$ cat config.mk
export PLATFORM = sky130hd
export DESIGN_NAME = idu_imm_stage
export DESIGN_NICKNAME = d
export VERILOG_FILES = /design/src/rtl/idu_imm_stage_pkg.sv /design/src/rtl/idu_imm_stage_imm_type_dec.sv /design/src/rtl/igu.sv /design/src/rtl/idu_imm_stage.sv
export SDC_FILE = /design/constraint.sdc
export NUM_CORES = 1
export LEC_CHECK = 0
export CAP_MARGIN = 15
export CORE_MARGIN = 3
export CORE_UTILIZATION = 45
export DETAILED_ROUTE_END_ITERATION = 7
export PLACE_DENSITY = 0.72
export REMOVE_ABC_BUFFERS = 1
export SYNTH_ARGS = -nofsm -noshare
export SYNTH_HDL_FRONTEND = slang
export SYNTH_SLANG_ARGS = --single-unit
$ cat constraint.sdc
create_clock -name clk_i -period 2.56 [get_ports clk_i]
set_clock_uncertainty 0.05 [all_clocks]
set_input_delay 0.256 -clock clk_i [delete_from_list [all_inputs] [get_ports clk_i]]
set_output_delay 0.256 -clock clk_i [all_outputs]
set_load 0.02 [all_outputs]
$ cat src/rtl/idu_imm_stage_pkg.sv
// Shared decode definitions for the IDU immediate stage: opcodes, imm_sel
// encoding and the skid-buffer state encoding.
`ifndef YSYX_23060251_IMM
`define YSYX_23060251_IMM 32
`endif

package idu_imm_stage_pkg;

  localparam logic [6:0] OP_IMM = 7'b0010011;
  localparam logic [6:0] LOAD   = 7'b0000011;
  localparam logic [6:0] JALR   = 7'b1100111;
  localparam logic [6:0] SYSTEM = 7'b1110011;
  localparam logic [6:0] STORE  = 7'b0100011;
  localparam logic [6:0] BRANCH = 7'b1100011;
  localparam logic [6:0] LUI    = 7'b0110111;
  localparam logic [6:0] AUIPC  = 7'b0010111;
  localparam logic [6:0] JAL    = 7'b1101111;
  localparam logic [6:0] OP     = 7'b0110011;

  localparam int IMM_SEL_I = 1;
  localparam int IMM_SEL_S = 2;
  localparam int IMM_SEL_B = 3;
  localparam int IMM_SEL_U = 4;
  localparam int IMM_SEL_J = 5;

  typedef logic [5:1] imm_sel_t;

  localparam imm_sel_t SEL_NONE = 5'b00000;
  localparam imm_sel_t SEL_I_OH = 5'b00001;
  localparam imm_sel_t SEL_S_OH = 5'b00010;
  localparam imm_sel_t SEL_B_OH = 5'b00100;
  localparam imm_sel_t SEL_U_OH = 5'b01000;
  localparam imm_sel_t SEL_J_OH = 5'b10000;

  typedef enum logic [1:0] {
    ST_EMPTY = 2'd0,
    ST_ONE   = 2'd1,
    ST_TWO   = 2'd2
  } skid_state_e;

endpackage

$ cat src/rtl/idu_imm_stage_imm_type_dec.sv
// Opcode classifier: maps inst[6:0] to a one-hot immediate type and an
// illegal-opcode flag. R-type is legal but carries no immediate.
module imm_type_dec
  import idu_imm_stage_pkg::*;
(
  input  logic [6:0] opcode,
  output imm_sel_t   imm_sel,
  output logic       illegal
);

  // opcode lookup; anything outside the table is flagged illegal
  always_comb begin
    imm_sel = SEL_NONE;
    illegal = 1'b0;
    case (opcode)
      OP_IMM, LOAD, JALR, SYSTEM: imm_sel = SEL_I_OH;
      STORE:                      imm_sel = SEL_S_OH;
      BRANCH:                     imm_sel = SEL_B_OH;
      LUI, AUIPC:                 imm_sel = SEL_U_OH;
      JAL:                        imm_sel = SEL_J_OH;
      OP:                         imm_sel = SEL_NONE;
      default:                    illegal = 1'b1;
    endcase
  end

endmodule

$ cat src/rtl/igu.sv
// Core immediate generator: assembles the RV32 immediate selected by the
// one-hot imm_sel and sign-extends it to IMM_W; zero when no type is selected.
module igu
  import idu_imm_stage_pkg::*;
#(
  parameter int IMM_W = `YSYX_23060251_IMM
) (
  input  logic [31:7]      inst,
  input  imm_sel_t         imm_sel,
  output logic [IMM_W-1:0] imm
);

  logic [31:0] imm32_s;

  // immediate field assembly per instruction format
  always_comb begin
    imm32_s = 32'd0;
    case (imm_sel)
      SEL_I_OH: imm32_s = {{20{inst[31]}}, inst[31:20]};
      SEL_S_OH: imm32_s = {{20{inst[31]}}, inst[31:25], inst[11:7]};
      SEL_B_OH: imm32_s = {{19{inst[31]}}, inst[31], inst[7], inst[30:25], inst[11:8], 1'b0};
      SEL_U_OH: imm32_s = {inst[31:12], 12'd0};
      SEL_J_OH: imm32_s = {{11{inst[31]}}, inst[31], inst[19:12], inst[20], inst[30:21], 1'b0};
      default:  imm32_s = 32'd0;
    endcase
    imm = IMM_W'($signed(imm32_s));
  end

endmodule

$ cat src/rtl/idu_imm_stage.sv
// Decode-stage front end: classifies the opcode, generates the immediate and
// holds results in a 2-entry skid buffer toward EXU. Optional performance
// counters are enabled with YSYX_23060251_IDU_PERF_CNT_EN.
module idu_imm_stage
  import idu_imm_stage_pkg::*;
#(
  parameter int IMM_W = `YSYX_23060251_IMM,
  parameter int PC_W  = 32
) (
  input  logic             clk_i,
  input  logic             rst_n_i,
  input  logic             in_valid_i,
  output logic             in_ready_o,
  input  logic [31:0]      in_inst_i,
  input  logic [PC_W-1:0]  in_pc_i,
  output logic             out_valid_o,
  input  logic             out_ready_i,
  output logic [PC_W-1:0]  out_pc_o,
  output logic [31:0]      out_inst_o,
  output logic [5:1]       out_imm_sel_o,
  output logic [IMM_W-1:0] out_imm_o,
  output logic             out_illegal_o,
  input  logic             flush_i
`ifdef YSYX_23060251_IDU_PERF_CNT_EN
  ,
  output logic [31:0]      perf_dec_cnt_o,
  output logic [31:0]      perf_stall_cnt_o
`endif
);

  skid_state_e      state_r;
  skid_state_e      state_nxt_s;
  logic             in_ready_r;
  logic             out_valid_r;
  logic             accept_s;
  logic             retire_s;
  logic             load_main_s;
  logic             skid_to_main_s;
  logic             load_skid_s;

  imm_sel_t         dec_sel_s;
  logic             dec_ill_s;
  logic [IMM_W-1:0] dec_imm_s;

  logic [PC_W-1:0]  main_pc_r;
  logic [31:0]      main_inst_r;
  imm_sel_t         main_sel_r;
  logic [IMM_W-1:0] main_imm_r;
  logic             main_ill_r;
  logic [PC_W-1:0]  skid_pc_r;
  logic [31:0]      skid_inst_r;
  imm_sel_t         skid_sel_r;
  logic [IMM_W-1:0] skid_imm_r;
  logic             skid_ill_r;

  imm_type_dec u_dec (
    .opcode  (in_inst_i[6:0]),
    .imm_sel (dec_sel_s),
    .illegal (dec_ill_s)
  );

  igu #(.IMM_W(IMM_W)) u_igu (
    .inst    (in_inst_i[31:7]),
    .imm_sel (dec_sel_s),
    .imm     (dec_imm_s)
  );

  assign accept_s = in_valid_i & in_ready_r;
  assign retire_s = out_valid_r & out_ready_i;

  // next-state and entry-load control; flush wins over any handshake
  always_comb begin
    state_nxt_s    = state_r;
    load_main_s    = 1'b0;
    skid_to_main_s = 1'b0;
    load_skid_s    = 1'b0;
    if (flush_i) begin
      state_nxt_s = ST_EMPTY;
    end else begin
      case (state_r)
        ST_EMPTY: begin
          if (accept_s) begin
            state_nxt_s = ST_ONE;
            load_main_s = 1'b1;
          end else begin
            state_nxt_s = ST_EMPTY;
          end
        end
        ST_ONE: begin
          if (accept_s && retire_s) begin
            state_nxt_s = ST_ONE;
            load_main_s = 1'b1;
          end else if (accept_s) begin
            state_nxt_s = ST_TWO;
            load_skid_s = 1'b1;
          end else if (retire_s) begin
            state_nxt_s = ST_EMPTY;
          end else begin
            state_nxt_s = ST_ONE;
          end
        end
        ST_TWO: begin
          if (retire_s) begin
            state_nxt_s    = ST_ONE;
            skid_to_main_s = 1'b1;
          end else begin
            state_nxt_s = ST_TWO;
          end
        end
        default: state_nxt_s = ST_EMPTY;
      endcase
    end
  end

  // state register; ready/valid are registered from the next state
  always_ff @(posedge clk_i) begin
    if (!rst_n_i) begin
      state_r     <= ST_EMPTY;
      in_ready_r  <= 1'b1;
      out_valid_r <= 1'b0;
    end else begin
      state_r     <= state_nxt_s;
      in_ready_r  <= (state_nxt_s != ST_TWO);
      out_valid_r <= (state_nxt_s != ST_EMPTY);
    end
  end

  // main entry: new beat when main frees up, otherwise promote the skid entry
  always_ff @(posedge clk_i) begin
    if (!rst_n_i) begin
      main_pc_r   <= '0;
      main_inst_r <= 32'd0;
      main_sel_r  <= SEL_NONE;
      main_imm_r  <= '0;
      main_ill_r  <= 1'b0;
    end else if (load_main_s) begin
      main_pc_r   <= in_pc_i;
      main_inst_r <= in_inst_i;
      main_sel_r  <= dec_sel_s;
      main_imm_r  <= dec_imm_s;
      main_ill_r  <= dec_ill_s;
    end else if (skid_to_main_s) begin
      main_pc_r   <= skid_pc_r;
      main_inst_r <= skid_inst_r;
      main_sel_r  <= skid_sel_r;
      main_imm_r  <= skid_imm_r;
      main_ill_r  <= skid_ill_r;
    end
  end

  // skid entry catches the beat accepted while main is stalled
  always_ff @(posedge clk_i) begin
    if (!rst_n_i) begin
      skid_pc_r   <= '0;
      skid_inst_r <= 32'd0;
      skid_sel_r  <= SEL_NONE;
      skid_imm_r  <= '0;
      skid_ill_r  <= 1'b0;
    end else if (load_skid_s) begin
      skid_pc_r   <= in_pc_i;
      skid_inst_r <= in_inst_i;
      skid_sel_r  <= dec_sel_s;
      skid_imm_r  <= dec_imm_s;
      skid_ill_r  <= dec_ill_s;
    end
  end

  assign in_ready_o    = in_ready_r;
  assign out_valid_o   = out_valid_r;
  assign out_pc_o      = main_pc_r;
  assign out_inst_o    = main_inst_r;
  assign out_imm_sel_o = main_sel_r;
  assign out_imm_o     = main_imm_r;
  assign out_illegal_o = main_ill_r;

`ifdef YSYX_23060251_IDU_PERF_CNT_EN
  logic [31:0] dec_cnt_r;
  logic [31:0] stall_cnt_r;

  // free-running event counters; only reset clears them
  always_ff @(posedge clk_i) begin
    if (!rst_n_i) begin
      dec_cnt_r   <= 32'd0;
      stall_cnt_r <= 32'd0;
    end else begin
      if (accept_s && !flush_i) begin
        dec_cnt_r <= dec_cnt_r + 32'd1;
      end
      if (in_valid_i && !in_ready_r) begin
        stall_cnt_r <= stall_cnt_r + 32'd1;
      end
    end
  end

  assign perf_dec_cnt_o   = dec_cnt_r;
  assign perf_stall_cnt_o = stall_cnt_r;
`endif

endmodule
==> implementation parameters, run 1 <==
Parameter                              Value

STA
  Unrepaired setup endpoints after global routing ... no
  Max_slew headroom ... 38.5%
  Pins Over Slew Limit ... 0
  Finish-stage setup viols ... 0
  Worst hold slack after final layout ... 0.177 ns
  Min Clock Period, post-route ... 2.14 ns
  Final period utilization ... a little over four fifths
  Max Clk Rate ... 0.467 GHz
  Final hold violation count ... 0
  Worst Tran Pin Value ... 0.923 ns

Finish
  Top library cells by usage in the layout, fill and taps aside ... sky130_fd_sc_hd__dfxtp_1, sky130_fd_sc_hd__nand2_1, sky130_fd_sc_hd__clkdlybuf4s50_1
  P&R area growth vs syn ... 32.7%
  Ratio of cells with drive above 1 in the final layout ... a little under 8%
  Layout Nets ... around 1100
  Count of fill cells added during filler insertion ... 1542
  Multi-input gate area in the final layout ... 3700 sq um
  Area taken by flip-flops and latches ... about 4200 sq um
  Diodes inserted ... 0
  Most common library cell in the layout ignoring fill and taps ... sky130_fd_sc_hd__dfxtp_1

Route
  Total wire length ... 23600 um
  Total number of vias ... roughly 7500
  DR vias/cell ... 5.78
  Remaining routing DRC violations ... 0
  Number of detailed-route iterations in the first pass ... 5
  Avg WL per Cell ... 18.1 um
  Final antenna-violating net count ... 0
  Number of DRC markers in iteration 0 ... 558

Clocking
  TritonCTS clock tree ... yes
  Inserted Clock Buffers ... 22
  Source-to-sink clock delay at the later pin of the worst-skew pair ... 0.49 ns
  Cts hold-fix bufs ... 0
  H-tree Lvls ... 1
  Post-CTS Resized ... 0
  Count of clock tree sinks ... ~210
  Maximum number of buffers from clock root to sink ... 3
  Root buffer cell ... sky130_fd_sc_hd__clkbuf_16
  Clock Pin Slew Worst Setup and Hold Paths ... 0.06 ns
  Post-CTS setup buffer count ... 0

Floorplanning
  Row count ... 48
  Die span in x ... 141 um
  Die outline height ... 141 um
  Die area ... 20000 sq um
  Count of pins on the block boundary ... 173
  Effective utilization at floorplan ... 46.8%
  Core Region ... about 18000 sq um

Min path
  Path type of the worst min-delay path ... in2reg

Global routing
  Vias in the first global route ... around 7300
  Overflow after GRT ... 0
  Initial antenna violation count ... 0
  Global-route wire length before repair ... 38700 um
  Tot GR Track Use ... 23.2%
  Pin count of the biggest net entering global routing ... 81

Critical path
  Category of the worst setup path capture point ... register
  Worst-path maximum fanout ... 9
  Type of element launching the critical path ... register
  Required time at the endpoint of the critical path ... 2.89 ns
  Worst Setup Path Type ... reg2reg
  Arrival time worst endpoint ... 2.46 ns

Status
  Run status ... finished clean

Power
  Leakage power summed over all cells ... 3.76 nW
  Total power ... 7.44 mW
  Power Density ... 681 nW/um^2
  Max VDD drop ... around 0.53 mV

Synth
  Ys Warns ... 0
  Main flop type after synthesis ... sky130_fd_sc_hd__dfxtp_1
  Async set-reset flop share out of synthesis ... 0%
  Post-Synthesis Cell Area ... slightly above 8000 sq um
  Flops & latches, synth ... 208
  Proportion of synthesized chip area in sequential cells ... 50.5%
  Instance count of the mapped netlist ... 920
  Per-instance average area after synthesis ... ~9.0 sq um
  Synth cell types ... 56
  Count of flip-flops with a built-in enable after synthesis ... 0

Place
  Routability Congestion ... 0.864
  Final HPWL DP ... ~15000 um
  Port Buf Inserts ... 172

Run
  Reported max-cap violation count ... 0
==> final timing paths <==
check	depth (start not counted)	endpoint	slack, ns	start
setup reg to reg	7	out_imm_o[14]	0.42	in_ready_o
hold reg to reg	1	out_imm_o[25]	0.40	out_imm_o[25]
setup / recovery	7	out_imm_o[14]	0.42	in_ready_o
hold / removal	3	skid_imm_r[28]	0.18	rst_n_i
==> critical path: stages, from the launching register on <==
cell and delay [ns]:
sky130_fd_sc_hd__dfxtp_1 0.34, sky130_fd_sc_hd__and2_1 0.17, sky130_fd_sc_hd__ha_1 0.15, sky130_fd_sc_hd__and3b_1 0.28
sky130_fd_sc_hd__nor2_4 0.09, sky130_fd_sc_hd__nor2_1 0.54, sky130_fd_sc_hd__and2_1 0.31, sky130_fd_sc_hd__a21oi_1 0.09
==> cell families after synthesis <==
family / count (synthesis) / synth area share, %
flip-flops: 208 / 50.5
AO/OA/AOI/OAI: 372 / 30.6
AND/OR/NAND/NOR: 250 / 13.6
buffers and inverters: 88 / 4.98
adder cells (fa/ha/maj): 2 / 0.304
==> cell usage after synthesis (4+ instances only) <==
cell                        count  area, sq um
sky130_fd_sc_hd__dfxtp_1      208         4160
sky130_fd_sc_hd__a211oi_1      12         90.1
sky130_fd_sc_hd__o2bb2ai_1     72          631
sky130_fd_sc_hd__a31oi_1        6         37.5
sky130_fd_sc_hd__buf_2         34          170
sky130_fd_sc_hd__clkbuf_1      42          158
sky130_fd_sc_hd__inv_1          4         15.0
sky130_fd_sc_hd__a22oi_1       72          541
sky130_fd_sc_hd__o221ai_1      12          105
sky130_fd_sc_hd__nand3_1       17         85.1
sky130_fd_sc_hd__a21oi_1      124          621
sky130_fd_sc_hd__buf_6          4         45.0
sky130_fd_sc_hd__a21o_1        11         82.6
sky130_fd_sc_hd__nor2_1        19         71.3
sky130_fd_sc_hd__a221oi_1       4         35.0
sky130_fd_sc_hd__and3_1         5         31.3
sky130_fd_sc_hd__o21ai_0       34          170
sky130_fd_sc_hd__o31ai_1        4         30.0
sky130_fd_sc_hd__nand2_1      175          657
==> final cells by class <==
class / count / area share, %
Sequential cell: 208 / 38.1
Multi-Input combinational cell: 624 / 33.8
Timing Repair Buffer: 204 / 18.7
Clock buffer: 34 / 6.19
Tap cell: 225 / 2.57
Clock inverter: 4 / 0.412
Inverter: 6 / 0.217
==> sequential cells by signal, indices dropped and copies added, names as in the netlist <==
signal,cells
out_imm_o,32
out_inst_o,32
out_pc_o,32
skid_imm_r,32
skid_inst_r,32
skid_pc_r,32
out_imm_sel_o,5
skid_sel_r,5
state_r,2
in_ready_o,1
out_illegal_o,1
out_valid_o,1
skid_ill_r,1
==> stage by stage <==
stage	setup TNS (ns)	util (%)	instances	setup WS (ns)	instance area (sq um)
floorplan	-182.02	-	838	-1.74	7850
global placement	0	58.1	1267	0.0417	10200
detailed placement	0	58.1	1267	0.0381	10200
CTS	0	62.2	1305	0.419	10900
global route	0	62.2	1305	0.318	10900
finish	0	62.2	1305	0.421	10900
==> per-layer routing <==
layer	wire (um)	track usage (%)	vias up
li1	-	-	3667
met1	10800	32.2	3595
met2	10700	37.0	251
met3	1720	5.53	35
met4	495	5.10	0
met5	0	0	-
==> power by group <==
| part | total [mW] | switching, mW | leakage [nW] | internal, mW |
|---|---|---|---|---|
| clock network | 3.16 | 1.25 | 0.358 | 1.91 |
| registers | 3.41 | 0.0624 | 1.69 | 3.35 |
| logic | 0.877 | 0.478 | 1.71 | 0.398 |
| total | 7.44 | 1.79 | 3.76 | 5.65 |
No activity file was read; power rests on OpenSTA's default activity.
==> run 2, diff against run 1 <==
- clock period: 2.56 -> 2.1 ns (I/O delays scaled with it)
==> run 2 against run 1 <==
  * Clock power increased by 26%
  * Final cell count increased by 3.8%
  * Power increased by 25%
  * Critical path type unchanged
  * Critical endpoint is now out_illegal_o
  * Register-to-register slack got worse by 0.29 ns
  * Combinational power increased by 29%
  * Clock-buffer cell count decreased by 3
==> implementation parameters, run 2 (synthesis results as in run 1) <==
Parameter                              Value

Status
  Run status ... finished clean

Power
  Clock Power Share ... 43.0%
  Part of the total power dissipated in sequential elements ... 44.8%
  Psw ... between 2 and 2.5 mW
  Sw Ratio ... between 20% and 30%
  Leakage power summed over all cells ... between 4 and 5 nW
  Logic gate share of total power ... 12.2%
  Max VDD drop ... 0.633 mV
  Power Density ... between 800 and 900 nW/um^2
  P_int ... ~7 mW

Clocking
  H-tree Lvls ... 1
  Source-to-sink clock delay at the later pin of the worst-skew pair ... approximately 0.50 ns
  Inserted Clock Buffers ... 22
  Root buffer cell ... sky130_fd_sc_hd__clkbuf_16
  Clock Pin Slew Worst Setup and Hold Paths ... 0.06 ns
  Maximum number of buffers from clock root to sink ... 3
  Count of clock tree sinks ... 208
  TritonCTS clock tree ... yes

Critical path
  Worst-path maximum fanout ... 47
  Critical Path Slowest Stage Cell ... sky130_fd_sc_hd__dfxtp_1
  Required time at the endpoint of the critical path ... 2.44 ns
  Worst Setup Path Type ... reg2reg
  Bufs and invs on worst path ... 1
  Arrival time worst endpoint ... ~2.3 ns
  Critical Path, Cell by Cell ... and2_1 > ha_1 > and3b_2 > or2_4 > buf_12 > a21oi_1 > a211oi_1 > a21o_1
  Type of element launching the critical path ... register
  Category of the worst setup path capture point ... register
  Cell class contributing the biggest share of worst-path delay ... simple AND/OR/NAND/NOR gates
  Maximum single-stage delay on the critical path ... 0.32 ns

Global routing
  Pin count of the biggest net entering global routing ... between 50 and 60
  Routing layer with the top usage in global route ... met2
  Met3 usage in global routing ... 5.33%
  Met1 usage in global routing ... 33.3%
  Tot GR Track Use ... a little under a quarter
  Initial antenna violation count ... 0
  Overflow after GRT ... 0
  GR Layer Usage met2 ... 36.4%
  Vias in the first global route ... roughly 7600
  Global-route wire length before repair ... slightly below 40000 um

Finish
  Ratio of cells with drive above 1 in the final layout ... 12.1%
  Diodes inserted ... 0
  Top library cells by usage in the layout, fill and taps aside ... sky130_fd_sc_hd__dfxtp_1, sky130_fd_sc_hd__nand2_1, sky130_fd_sc_hd__clkdlybuf4s50_1
  Layout Nets ... approximately 1200
  Count of fill cells added during filler insertion ... about 1400
  Most common library cell in the layout ignoring fill and taps ... sky130_fd_sc_hd__dfxtp_1
  P&R area growth vs syn ... 38.6%
  Final cell utilization of the core ... 64.9%

Route
  Total number of vias ... 7765
  Number of DRC markers in iteration 0 ... approximately 570
  DR vias/cell ... 5.73
  Final antenna-violating net count ... 0
  Avg WL per Cell ... 17.8 um
  Remaining routing DRC violations ... 0
  Number of detailed-route iterations in the first pass ... 6
  Total wire length ... 24100 um

STA
  Finish-stage setup viols ... 0
  Max Clk Rate ... 0.508 GHz
  Max_slew headroom ... 54.7%
  Final period utilization ... 93.8%
  Final hold violation count ... 0
  Min Clock Period, post-route ... 1.97 ns
  Worst hold slack after final layout ... 0.120 ns
  Pins Over Slew Limit ... 0
  Unrepaired setup endpoints after global routing ... no
  Smallest setup slack after layout ... 0.130 ns
  Worst Tran Pin Value ... 0.679 ns

Floorplanning
  Effective utilization at floorplan ... a little under half
  Die area ... 20000 sq um
  Die outline height ... 141 um
  Row count ... 48
  Count of pins on the block boundary ... approximately 170
  Core Region ... 17600 sq um
  Die span in x ... around 140 um

Place
  Port Buf Inserts ... 172
  Post-place setup slack ... -0.220 ns
  Routability Congestion ... 0.874
  Final HPWL DP ... 15700 um

Run
  Reported max-cap violation count ... 0

Min path
  Path type of the worst min-delay path ... in2reg
==> run 2: cell types whose count changed in the layout (fill, tap and decap cells not counted), sizes merged <==
cell | previous run | this run
buf | 33 | 81
clkinv | 4 | 7
bufinv | 1 | 2
clkbuf | 34 | 31
==> run 2: final timing paths <==
path / from / to / slack, ns / cells after the start
worst max-delay path: in_ready_o / out_illegal_o / 0.13 / 8
worst max register to register: in_ready_o / out_illegal_o / 0.13 / 8
worst min-delay path: rst_n_i / skid_imm_r[1] / 0.12 / 3
worst min register to register: out_imm_o[22] / out_imm_o[22] / 0.40 / 1
==> run 2: tightest hold or removal path, cell delays in order <==
cell and delay (ns):
sky130_fd_sc_hd__buf_2 0.23, sky130_fd_sc_hd__o21ai_0 0.13, sky130_fd_sc_hd__nor2_1 0.04
==> run 2: routing by layer <==
| layer | share of wire (%) | wire length [um] |
|---|---|---|
| met5 | 0 | 0 |
| met2 | 45 | 10900 |
| met4 | 1.9 | 457 |
| met1 | 44 | 10700 |
| met3 | 8.5 | 2060 |
==> run 2: area by class of cell <==
class | instances | area (sq um) | share of cell area [%]
Sequential cell | 208 | 4160 | 36.5
Clock buffer | 31 | 656 | 5.74
Tap cell | 225 | 282 | 2.46
Clock inverter | 8 | 90.1 | 0.789
Inverter | 6 | 23.8 | 0.208
Multi-Input combinational cell | 624 | 3700 | 32.4
Timing Repair Buffer | 252 | 2500 | 21.9
==> run 2: repair_timing <==
| action | in CTS | in global routing |
|---|---|---|
| hold buffers | 0 | 0 |
| buffers inserted | 0 | 0 |
| endpoints found under the hold margin | 0 | 0 |
| endpoints found under the setup margin | 0 | 1 |
| gates resized for setup | 0 | 1 |
==> run 2: power by group through the flow <==
stage               clock network (mW)  registers [mW]  logic (mW)
global placement                     0            4.24        1.12
global route                      4.21            4.17        1.22
detailed placement                   0            4.24        1.13
CTS                               4.06            4.15        1.14
finish                            3.99            4.15        1.13
floorplan                            0            4.35       0.358
==> run 2: per-stage QoR <==
step           cells  TNS (ns)  area [sq um]  power (mW)
2_1_floorplan    838   -277.24          7850        4.71
4_1_cts         1354         0         11400        9.35
3_5_place_dp    1315    -19.16         10700        5.37
5_1_grt         1354         0         11400        9.60
3_3_place_gp    1315    -11.66         10700        5.36
6_report        1354         0         11400        9.27
